### config.mk
export PLATFORM = sky130hd
export DESIGN_NAME = branch_cmp_arbiter
export DESIGN_NICKNAME = d
export VERILOG_FILES = /design/src/rtl/branch_cmp_arbiter_pkg.sv /design/src/rtl/branch_cmp_arbiter_branch.sv /design/src/rtl/branch_cmp_arbiter.sv
export SDC_FILE = /design/constraint.sdc
export NUM_CORES = 1
export LEC_CHECK = 0
export ABC_AREA = 1
export CORE_MARGIN = 4
export CORE_UTILIZATION = 49
export CTS_BUF_LIST = sky130_fd_sc_hd__clkbuf_4
export CTS_CLUSTER_DIAMETER = 40
export DETAILED_ROUTE_END_ITERATION = 10
export PLACE_DENSITY = 0.83
export SLEW_MARGIN = 20
export SYNTH_ARGS = -nofsm -noshare
export SYNTH_HDL_FRONTEND = slang
export SYNTH_HIERARCHICAL = 1
export SYNTH_SLANG_ARGS = --single-unit
### constraint.sdc
create_clock -name clk -period 2.7 [get_ports clk]
set_input_delay 0.54 -clock clk [delete_from_list [all_inputs] [get_ports clk]]
set_output_delay 0.54 -clock clk [all_outputs]
set_load 0.005 [all_outputs]
### src/rtl/branch_cmp_arbiter_pkg.sv
// Shared definitions for the branch/SLT comparator arbiter: widths, funct3 codes,
// FSM encoding and requester ids.
package branch_cmp_arbiter_pkg;

  localparam int XLEN_DEF = 32;

  localparam logic [2:0] F3_BEQ  = 3'b000;
  localparam logic [2:0] F3_BNE  = 3'b001;
  localparam logic [2:0] F3_BLT  = 3'b100;
  localparam logic [2:0] F3_BGE  = 3'b101;
  localparam logic [2:0] F3_BLTU = 3'b110;
  localparam logic [2:0] F3_BGEU = 3'b111;

  localparam logic OWNER_BR  = 1'b0;
  localparam logic OWNER_SLT = 1'b1;

  typedef enum logic [1:0] {
    IDLE = 2'd0,
    CMP  = 2'd1,
    RESP = 2'd2
  } stateT;

  // The two unused codes in the branch space (010, 011) are reported as illegal.
  function automatic logic isIllegalF3(input logic [2:0] f3);
    return (f3 == 3'b010) || (f3 == 3'b011);
  endfunction

endpackage

### src/rtl/branch_cmp_arbiter_branch.sv
// Combinational branch comparator: equality plus signed/unsigned less-than.
module branch #(
  parameter int XLEN = 32
) (
  input  logic [XLEN-1:0] dataA,
  input  logic [XLEN-1:0] dataB,
  input  logic            BrUn,
  output logic            BrEq,
  output logic            BrLt
);

  assign BrEq = (dataA == dataB);
  assign BrLt = BrUn ? (dataA < dataB) : ($signed(dataA) < $signed(dataB));

endmodule

### src/rtl/branch_cmp_arbiter.sv
// Round-robin sharing of one branch comparator between branch resolution (req0)
// and SLT/SLTU (req1), with registered responses and a completed-compare counter.
module branch_cmp_arbiter
  import branch_cmp_arbiter_pkg::*;
#(
  parameter int XLEN  = XLEN_DEF,
  parameter int CNT_W = 16
) (
  input  logic             clk,
  input  logic             rst,
  input  logic             req0_valid,
  output logic             req0_ready,
  input  logic [XLEN-1:0]  req0_a,
  input  logic [XLEN-1:0]  req0_b,
  input  logic [2:0]       req0_funct3,
  output logic             rsp0_valid,
  input  logic             rsp0_ready,
  output logic             rsp0_taken,
  output logic             rsp0_illegal,
  input  logic             req1_valid,
  output logic             req1_ready,
  input  logic [XLEN-1:0]  req1_a,
  input  logic [XLEN-1:0]  req1_b,
  input  logic             req1_unsigned,
  output logic             rsp1_valid,
  input  logic             rsp1_ready,
  output logic             rsp1_lt,
  output logic [CNT_W-1:0] cmp_count
);

  stateT           state;
  logic            lastGrant;
  logic            owner;
  logic [XLEN-1:0] opA;
  logic [XLEN-1:0] opB;
  logic [2:0]      opF3;
  logic            opUns;

  logic            grant;
  logic            anyValid;
  logic            brUn;
  logic            brEq;
  logic            brLt;
  logic            taken;

  // On a tie the requester that did not win last time gets the comparator.
  always_comb begin
    anyValid = req0_valid || req1_valid;
    grant    = OWNER_BR;
    if (req0_valid && req1_valid) begin
      grant = ~lastGrant;
    end else if (req1_valid) begin
      grant = OWNER_SLT;
    end
  end

  assign req0_ready = !rst && (state == IDLE) && anyValid && (grant == OWNER_BR);
  assign req1_ready = !rst && (state == IDLE) && anyValid && (grant == OWNER_SLT);

  assign brUn = (owner == OWNER_SLT) ? opUns : opF3[1];

  branch #(
    .XLEN(XLEN)
  ) uBranch (
    .dataA(opA),
    .dataB(opB),
    .BrUn (brUn),
    .BrEq (brEq),
    .BrLt (brLt)
  );

  always_comb begin
    taken = 1'b0;
    case (opF3)
      F3_BEQ:           taken = brEq;
      F3_BNE:           taken = !brEq;
      F3_BLT, F3_BLTU:  taken = brLt;
      F3_BGE, F3_BGEU:  taken = !brLt;
      default:          taken = 1'b0;
    endcase
  end

  always_ff @(posedge clk) begin
    if (rst) begin
      state        <= IDLE;
      lastGrant    <= OWNER_SLT;
      owner        <= OWNER_BR;
      opA          <= '0;
      opB          <= '0;
      opF3         <= '0;
      opUns        <= 1'b0;
      rsp0_valid   <= 1'b0;
      rsp0_taken   <= 1'b0;
      rsp0_illegal <= 1'b0;
      rsp1_valid   <= 1'b0;
      rsp1_lt      <= 1'b0;
      cmp_count    <= '0;
    end else begin
      case (state)
        IDLE: begin
          if (req0_ready || req1_ready) begin
            owner     <= grant;
            lastGrant <= grant;
            if (grant == OWNER_SLT) begin
              opA   <= req1_a;
              opB   <= req1_b;
              opUns <= req1_unsigned;
            end else begin
              opA  <= req0_a;
              opB  <= req0_b;
              opF3 <= req0_funct3;
            end
            state <= CMP;
          end
        end
        CMP: begin
          if (owner == OWNER_SLT) begin
            rsp1_lt    <= brLt;
            rsp1_valid <= 1'b1;
          end else begin
            rsp0_taken   <= taken;
            rsp0_illegal <= isIllegalF3(opF3);
            rsp0_valid   <= 1'b1;
          end
          cmp_count <= cmp_count + 1'b1;
          state     <= RESP;
        end
        RESP: begin
          // Only the owner's consumer can release the comparator.
          if ((owner == OWNER_BR) && rsp0_ready) begin
            rsp0_valid <= 1'b0;
            state      <= IDLE;
          end else if ((owner == OWNER_SLT) && rsp1_ready) begin
            rsp1_valid <= 1'b0;
            state      <= IDLE;
          end
        end
        default: state <= IDLE;
      endcase
    end
  end

endmodule

==> results of run 1 <==
==> area by class of cell <==
class	count	area [um2]	area share, %
Inverter	72	270	3.82
Sequential cell	93	1860	26.3
Clock inverter	6	87.6	1.24
Timing Repair Buffer	171	1670	23.7
Multi-Input combinational cell	615	2940	41.6
Tap cell	136	170	2.41
Clock buffer	9	67.6	0.955
==> through the flow <==
stage,instance area (um2),setup slack [ps],std cells
after floorplan,5300,809,823
after global placement,6920,177,1087
after detailed placement,6920,150,1087
after CTS,7070,139,1102
after global routing,7070,49.4,1102
final,7070,150,1102
==> state kept, by name, indices dropped and copies added (netlist names) <==
| register | cells |
|---|---|
| rsp0_valid | 1 |
| rsp0_illegal | 1 |
| opB | 32 |
| state | 2 |
| opF3 | 3 |
| cmp_count | 16 |
| rsp0_taken | 1 |
| owner | 1 |
| rsp1_lt | 1 |
| lastGrant | 1 |
| opUns | 1 |
| rsp1_valid | 1 |
| opA | 32 |
==> power by group <==
part	switching, mW	leakage [nW]	internal [mW]
sequential	0.0539	0.759	1.46
clock	0.466	0.0861	0.373
combinational	0.467	2.23	0.424
==> logic make-up (layout without fill, tap and decap cells) <==
kind of cell | Yosys count | count (layout) | synth area share [%]
buffers and inverters | 115 | 258 | 9.36
AOI/OAI and AO/OA | 116 | 116 | 11.4
DFF | 93 | 93 | 35.2
adders and majority gates | 33 | 33 | 7.80
and+or+nand+nor | 466 | 466 | 36.3
==> critical path, stage by stage <==
cell and delay [ps]:
clkdlybuf4s50_1 510, o21ai_2 100, nor2_4 130, nand3_1 130, inv_1 90, clkdlybuf4s50_1 510
==> path summary, 6_finish.rpt <==
check	start	endpoint	slack [ps]
worst max-delay path	req0_valid	req1_ready	150
worst min-delay path	rst	lastGrant	470
worst max register to register	opB[31]	rsp0_taken	510
worst min register to register	opB[14]	opB[14]	470
==> layer usage <==
layer  wire, um  up-vias
met5          0        -
met4        274        0
met3        744       19
met2       6450      123
met1       6400     2389
li1           -     2892
==> placed cells by master (no fill, tap or decap) <==
master / n
nor3_1: 4
dfxtp_1: 93
o21bai_1: 2
inv_2: 5
o21a_2: 1
a21oi_1: 93
nor3_2: 1
clkdlybuf4s50_1: 158
ha_1: 33
nand3_1: 76
o21ai_2: 1
and3_1: 1
nor2_2: 3
inv_1: 67
nor2_4: 3
bufinv_16: 2
nand2_2: 5
or2_2: 1
a211oi_1: 1
clkbuf_4: 9
nand4_1: 3
clkinv_2: 2
a21oi_2: 1
nand2_1: 337
nor2_1: 29
and3b_1: 1
clkinv_4: 1
buf_4: 11
o21ai_0: 16
a21o_1: 1
inv_6: 1
buf_2: 2
nand3_2: 2
==> results.sh, run 1 <==
export IMPL_endpoint_kind="output pin"
export IMPL_vias_per_cell=4.92
export IMPL_first_global_vias=5119
export IMPL_clk_path_buf_depth=2
export IMPL_synth_area_leaders="dfxtp_1 (35%), nand2_1 (24%), a21oi_1 (8.8%)"
export IMPL_synth_top_area_share_pct=35.2
export IMPL_cts_post_setup_buffers_inserted=0
export IMPL_met2_usage_pct=37.5
export IMPL_maxSlewViolCount=0
export IMPL_n_antenna_cell=0
export IMPL_leakagePower_nw=3.07
export IMPL_path_max_fanout=4
export IMPL_worstMarginPinSlew_ps=763
export IMPL_grt_use_met3_pct=5.16
export IMPL_startpoint_type="input pin"
export IMPL_routabilityCongestion=0.797
export IMPL_grt_busiest_layer="met2"
export IMPL_clk_latency_ps=430
export IMPL_crit_required_ps=2160
export IMPL_num_fill_cells=971
export IMPL_drv_cap=0
export IMPL_ys_ff_latch=93
export IMPL_worst_endpoint_arrival_ps=2010
export IMPL_synth_cells=823
export IMPL_critPathKind="in2out"
export IMPL_power_density_nw_per_um2=458
export IMPL_syn_cell_area_um2=5300
export IMPL_tns_ps=0
export IMPL_relSlewSlack_pct=49.1
export IMPL_wl_per_cell_um=12.6
export IMPL_numClockSinks=93
export IMPL_syn_to_final_growth_pct=33.6
export IMPL_drive_gt1_share_pct=5.28
export IMPL_synth_async_reset_ratio_pct=0
export IMPL_drtAntennaViolNets=0
export IMPL_fmax_mhz=392
export IMPL_synth_top_cells_by_count="nand2_1 (339), a21oi_1 (93), dfxtp_1 (93)"
export IMPL_fin_crit_sh_pct=94.4
export IMPL_yosys_area_top_type="dfxtp_1"
export IMPL_cts_buffers=9
export IMPL_hold_class="in2reg"
export IMPL_yosysSeqAreaShare_pct=35.2
export IMPL_dieArea_um2=12500
export IMPL_rsz0062_at_grt="no"
export IMPL_outcome="complete, no violations"
export IMPL_htree_num_levels=3
export IMPL_setup_violations=0
export IMPL_grt_max_degree=76
export IMPL_overflow=0
export IMPL_drtIter0Drc=225
export IMPL_syn_num_nets=994
export IMPL_drt_total_wl_mm=13.9
export IMPL_ir_drop_uv=223
export IMPL_nNetsFinal=1133
export IMPL_total_power_mw=3.24
export IMPL_hold_ws_ps=470
export IMPL_yosys_warnings=6
export IMPL_coreArea_um2=10400
export IMPL_yosysUniqueCellTypes=30
export IMPL_initial_core_util_pct=50.8
export IMPL_grt_use_total_pct=21.9
export IMPL_rows=37
export IMPL_path_clk_slew_ps=140
export IMPL_die_h_um=112
export IMPL_grt_use_met1_pct=27.8
export IMPL_reg2reg_depth=14
export IMPL_final_core_util_pct=67.9
export IMPL_whs_path_depth=4
export IMPL_ctsHoldBuffers=0
export IMPL_cts_tree="built"
export IMPL_finClkSkew_ps=13.1
export IMPL_dp_final_hpwl_mm=10.3
export IMPL_cts_resized_gates=0
export IMPL_grt_first_pass_wirelength_mm=23.2
export IMPL_post_route_drc_count=0
export IMPL_drtPass1Iterations=4
export IMPL_antenna_found_initial=0
export IMPL_cts_root_buf="clkbuf_4"
export IMPL_synth_edf_count=0
export IMPL_yosysMostFrequentCell="nand2_1"
export IMPL_post_route_min_period_ps=2550
export IMPL_ios=161
export IMPL_dr_total_vias=5423
export IMPL_synth_flop_cell="dfxtp_1"
export IMPL_final_hold_viol_count=0
export IMPL_fp_dieW_um=112
export IMPL_portBuffers=160
export IMPL_avgSynthCellArea_um2=6.43
Note: power is estimated with default switching activity, not from simulation.
==> run 2: changes to the inputs <==
--- a/config.mk
+++ b/config.mk
@@ -12,7 +12,6 @@
 export CTS_CLUSTER_DIAMETER = 40
 export DETAILED_ROUTE_END_ITERATION = 10
 export PLACE_DENSITY = 0.83
-export SLEW_MARGIN = 20
 export SYNTH_ARGS = -nofsm -noshare
 export SYNTH_HDL_FRONTEND = slang
 export SYNTH_HIERARCHICAL = 1
==> results of run 2 <==
Same layout as run 1: the final DEF is identical, and so are final timing and power.
==> run 3: changes to the inputs <==
--- a/config.mk
+++ b/config.mk
@@ -7,11 +7,11 @@
 export LEC_CHECK = 0
 export ABC_AREA = 1
 export CORE_MARGIN = 4
-export CORE_UTILIZATION = 49
-export CTS_BUF_LIST = sky130_fd_sc_hd__clkbuf_4
+export CORE_UTILIZATION = 40
+export CTS_BUF_LIST = sky130_fd_sc_hd__clkbuf_16
 export CTS_CLUSTER_DIAMETER = 40
 export DETAILED_ROUTE_END_ITERATION = 10
-export PLACE_DENSITY = 0.83
+export PLACE_DENSITY = 0.7
 export SYNTH_ARGS = -nofsm -noshare
 export SYNTH_HDL_FRONTEND = slang
 export SYNTH_HIERARCHICAL = 1
==> constraint.sdc (replaced) <==
create_clock -name clk -period 2.7 [get_ports clk]
set_input_delay 0.54 -clock clk [delete_from_list [all_inputs] [get_ports clk]]
set_output_delay 0.54 -clock clk [all_outputs]
set_load 0.1 [all_outputs]
==> run 3 against run 2 <==
Net effect: clock power is 62% higher; die area rose by 21%; worst setup slack better by 210 ps; sequential power barely moved; cell area rose by 3.3%; global-route usage shrank 2.6 points; wire length is 3.1% higher; clock-buffer cell count is the same.
==> results.sh, run 3 (same netlist as run 1, synthesis figures left out) <==
export IMPL_initial_core_util_pct=41.5
export IMPL_n_antenna_cell=0
export IMPL_drtIter0Drc=313
export IMPL_worstMarginPinSlew_ps=789
export IMPL_p_sw_share_pct=29.9
export IMPL_total_power_mw=3.87
export IMPL_dr_total_vias=5372
export IMPL_wl_per_cell_um=12.6
export IMPL_clk_path_buf_depth=2
export IMPL_die_h_um=123
export IMPL_cts_buffers=9
export IMPL_cts_tree="built"
export IMPL_mostFrequentLayoutCell="nand2_1"
export IMPL_cts_post_setup_buffers_inserted=0
export IMPL_drtAntennaViolNets=0
export IMPL_coreArea_um2=12800
export IMPL_first_global_vias=5077
export IMPL_worst_endpoint_arrival_ps=1800
export IMPL_critPathKind="in2out"
export IMPL_dp_final_hpwl_mm=10.4
export IMPL_syn_to_final_growth_pct=37.9
export IMPL_tns_ps=0
export IMPL_cp_common_cell="nand2_2"
export IMPL_drive_gt1_share_pct=7.65
export IMPL_path_max_fanout=12
export IMPL_p_sw_mw=1.16
export IMPL_endpoint_kind="output pin"
export IMPL_power_internal_mw=2.71
export IMPL_cts_root_buf="clkbuf_16"
export IMPL_fin_cells=1139
export IMPL_grt_first_pass_wirelength_mm=23.7
export IMPL_crit_required_ps=2160
export IMPL_final_cell_mix="nand2_1 (337), clkdlybuf4s50_1 (135), a21oi_1 (93), dfxtp_1 (93), nand3_1 (76)"
export IMPL_drtPass1Iterations=4
export IMPL_num_fill_cells=1264
export IMPL_overflow=0
export IMPL_rows=41
export IMPL_fin_crit_sh_pct=86.7
export IMPL_path_cells="clkdlybuf4s50_1 > nand2_2 > nand2_2 > nand2_1 > inv_2 > buf_12"
export IMPL_p_comb_share_pct=25.8
export IMPL_grt_max_degree=75
export IMPL_clk_latency_ps=340
export IMPL_outcome="complete, no violations"
export IMPL_slowest_stage="clkdlybuf4s50_1"
export IMPL_reg_top3="opA x32, opB x32, cmp_count x16"
export IMPL_setup_violations=0
export IMPL_grt_use_total_pct=19.2
export IMPL_htree_num_levels=3
export IMPL_final_core_util_pct=57.2
export IMPL_post_route_drc_count=0
export IMPL_drv_cap=0
export IMPL_cts_resized_gates=0
export IMPL_ctsHoldBuffers=0
export IMPL_nNetsFinal=1133
export IMPL_fp_dieW_um=123
export IMPL_hold_class="reg2reg"
export IMPL_maxSlewViolCount=0
export IMPL_pwr_share_clk_pct=35.2
export IMPL_numClockSinks=93
export IMPL_critical_path_buf_inv_count=3
export IMPL_rsz0062_at_grt="no"
export IMPL_ios=161
export IMPL_path_clk_slew_ps=70
export IMPL_vias_per_cell=4.72
export IMPL_finClkSkew_ps=6.34
export IMPL_dieArea_um2=15100
export IMPL_ir_drop_uv=324
export IMPL_drt_total_wl_mm=14.3
export IMPL_antenna_found_initial=0
export IMPL_fmax_mhz=427
export IMPL_critical_path_top_delay_family="buffers and inverters"
export IMPL_startpoint_type="input pin"
export IMPL_portBuffers=160
export IMPL_relSlewSlack_pct=47.4
export IMPL_leakagePower_nw=3.22
export IMPL_post_route_min_period_ps=2340
export IMPL_seq_power_share_pct=39.0
export IMPL_routabilityCongestion=0.837
export IMPL_placedCellCount=1123
export IMPL_power_density_nw_per_um2=530
export IMPL_cpPeakStageDelay_ps=510
export IMPL_final_hold_viol_count=0
run 3: cell count changes in the layout (fill, tap and decap cells not counted):
cell / change
buf_12: +6
buf_4: +17
clkbuf_16: +9
clkbuf_4: -9
clkdlybuf4s50_1: -23
clkinv_1: +1
clkinv_2: -2
clkinvlp_4: +1
inv_6: +1
run 3: area by class of cell:
type	instances	area (um2)	area share, %
Clock buffer	9	225	3.08
Inverter	72	270	3.70
Timing Repair Buffer	171	1690	23.2
Clock inverter	7	97.6	1.34
Tap cell	172	215	2.95
Multi-Input combinational cell	615	2940	40.3
Sequential cell	93	1860	25.5
run 3: through the flow:
stage	hold slack [ps]	area [um2]	setup WS, ps
after floorplan	439	5300	514
after global placement	447	6980	377
after detailed placement	447	6980	360
after CTS	458	7300	359
after global routing	473	7300	253
final	455	7300	360
run 3: power groups by stage:
stage / Combinational [mW] / Clock, mW / Sequential [mW]
floorplan: 0.577 / 0 / 1.59
global placement: 0.999 / 0 / 1.54
detailed placement: 1.01 / 0 / 1.54
CTS: 1.01 / 1.39 / 1.51
global route: 1.14 / 1.45 / 1.52
finish: 0.998 / 1.36 / 1.51
run 3: metal layers:
| layer | GRT usage, % | vias up | routed length, um |
|---|---|---|---|
| li1 | - | 2888 | - |
| met1 | 25.6 | 2351 | 6740 |
| met2 | 32.1 | 121 | 6610 |
| met3 | 4.99 | 12 | 835 |
| met4 | 3.04 | 0 | 111 |
| met5 | 0 | - | 0 |
run 3: path summary, 6_finish.rpt:
check | start | to | slack (ps) | depth (start not counted)
worst max-delay path | req0_valid | req0_ready | 360 | 6
worst min-delay path | rsp0_illegal | rsp0_illegal | 460 | 2
worst max register to register | opB[11] | rsp0_taken | 560 | 18
worst min register to register | rsp0_illegal | rsp0_illegal | 460 | 2
run 3: worst min-delay path: cells and delay by family, from the launching register on:
| family | cells | cell delay [ps] |
|---|---|---|
| DFF | 1 | 310 |
| buffers and inverters | 1 | 50 |
| AOI/OAI and AO/OA | 1 | 50 |
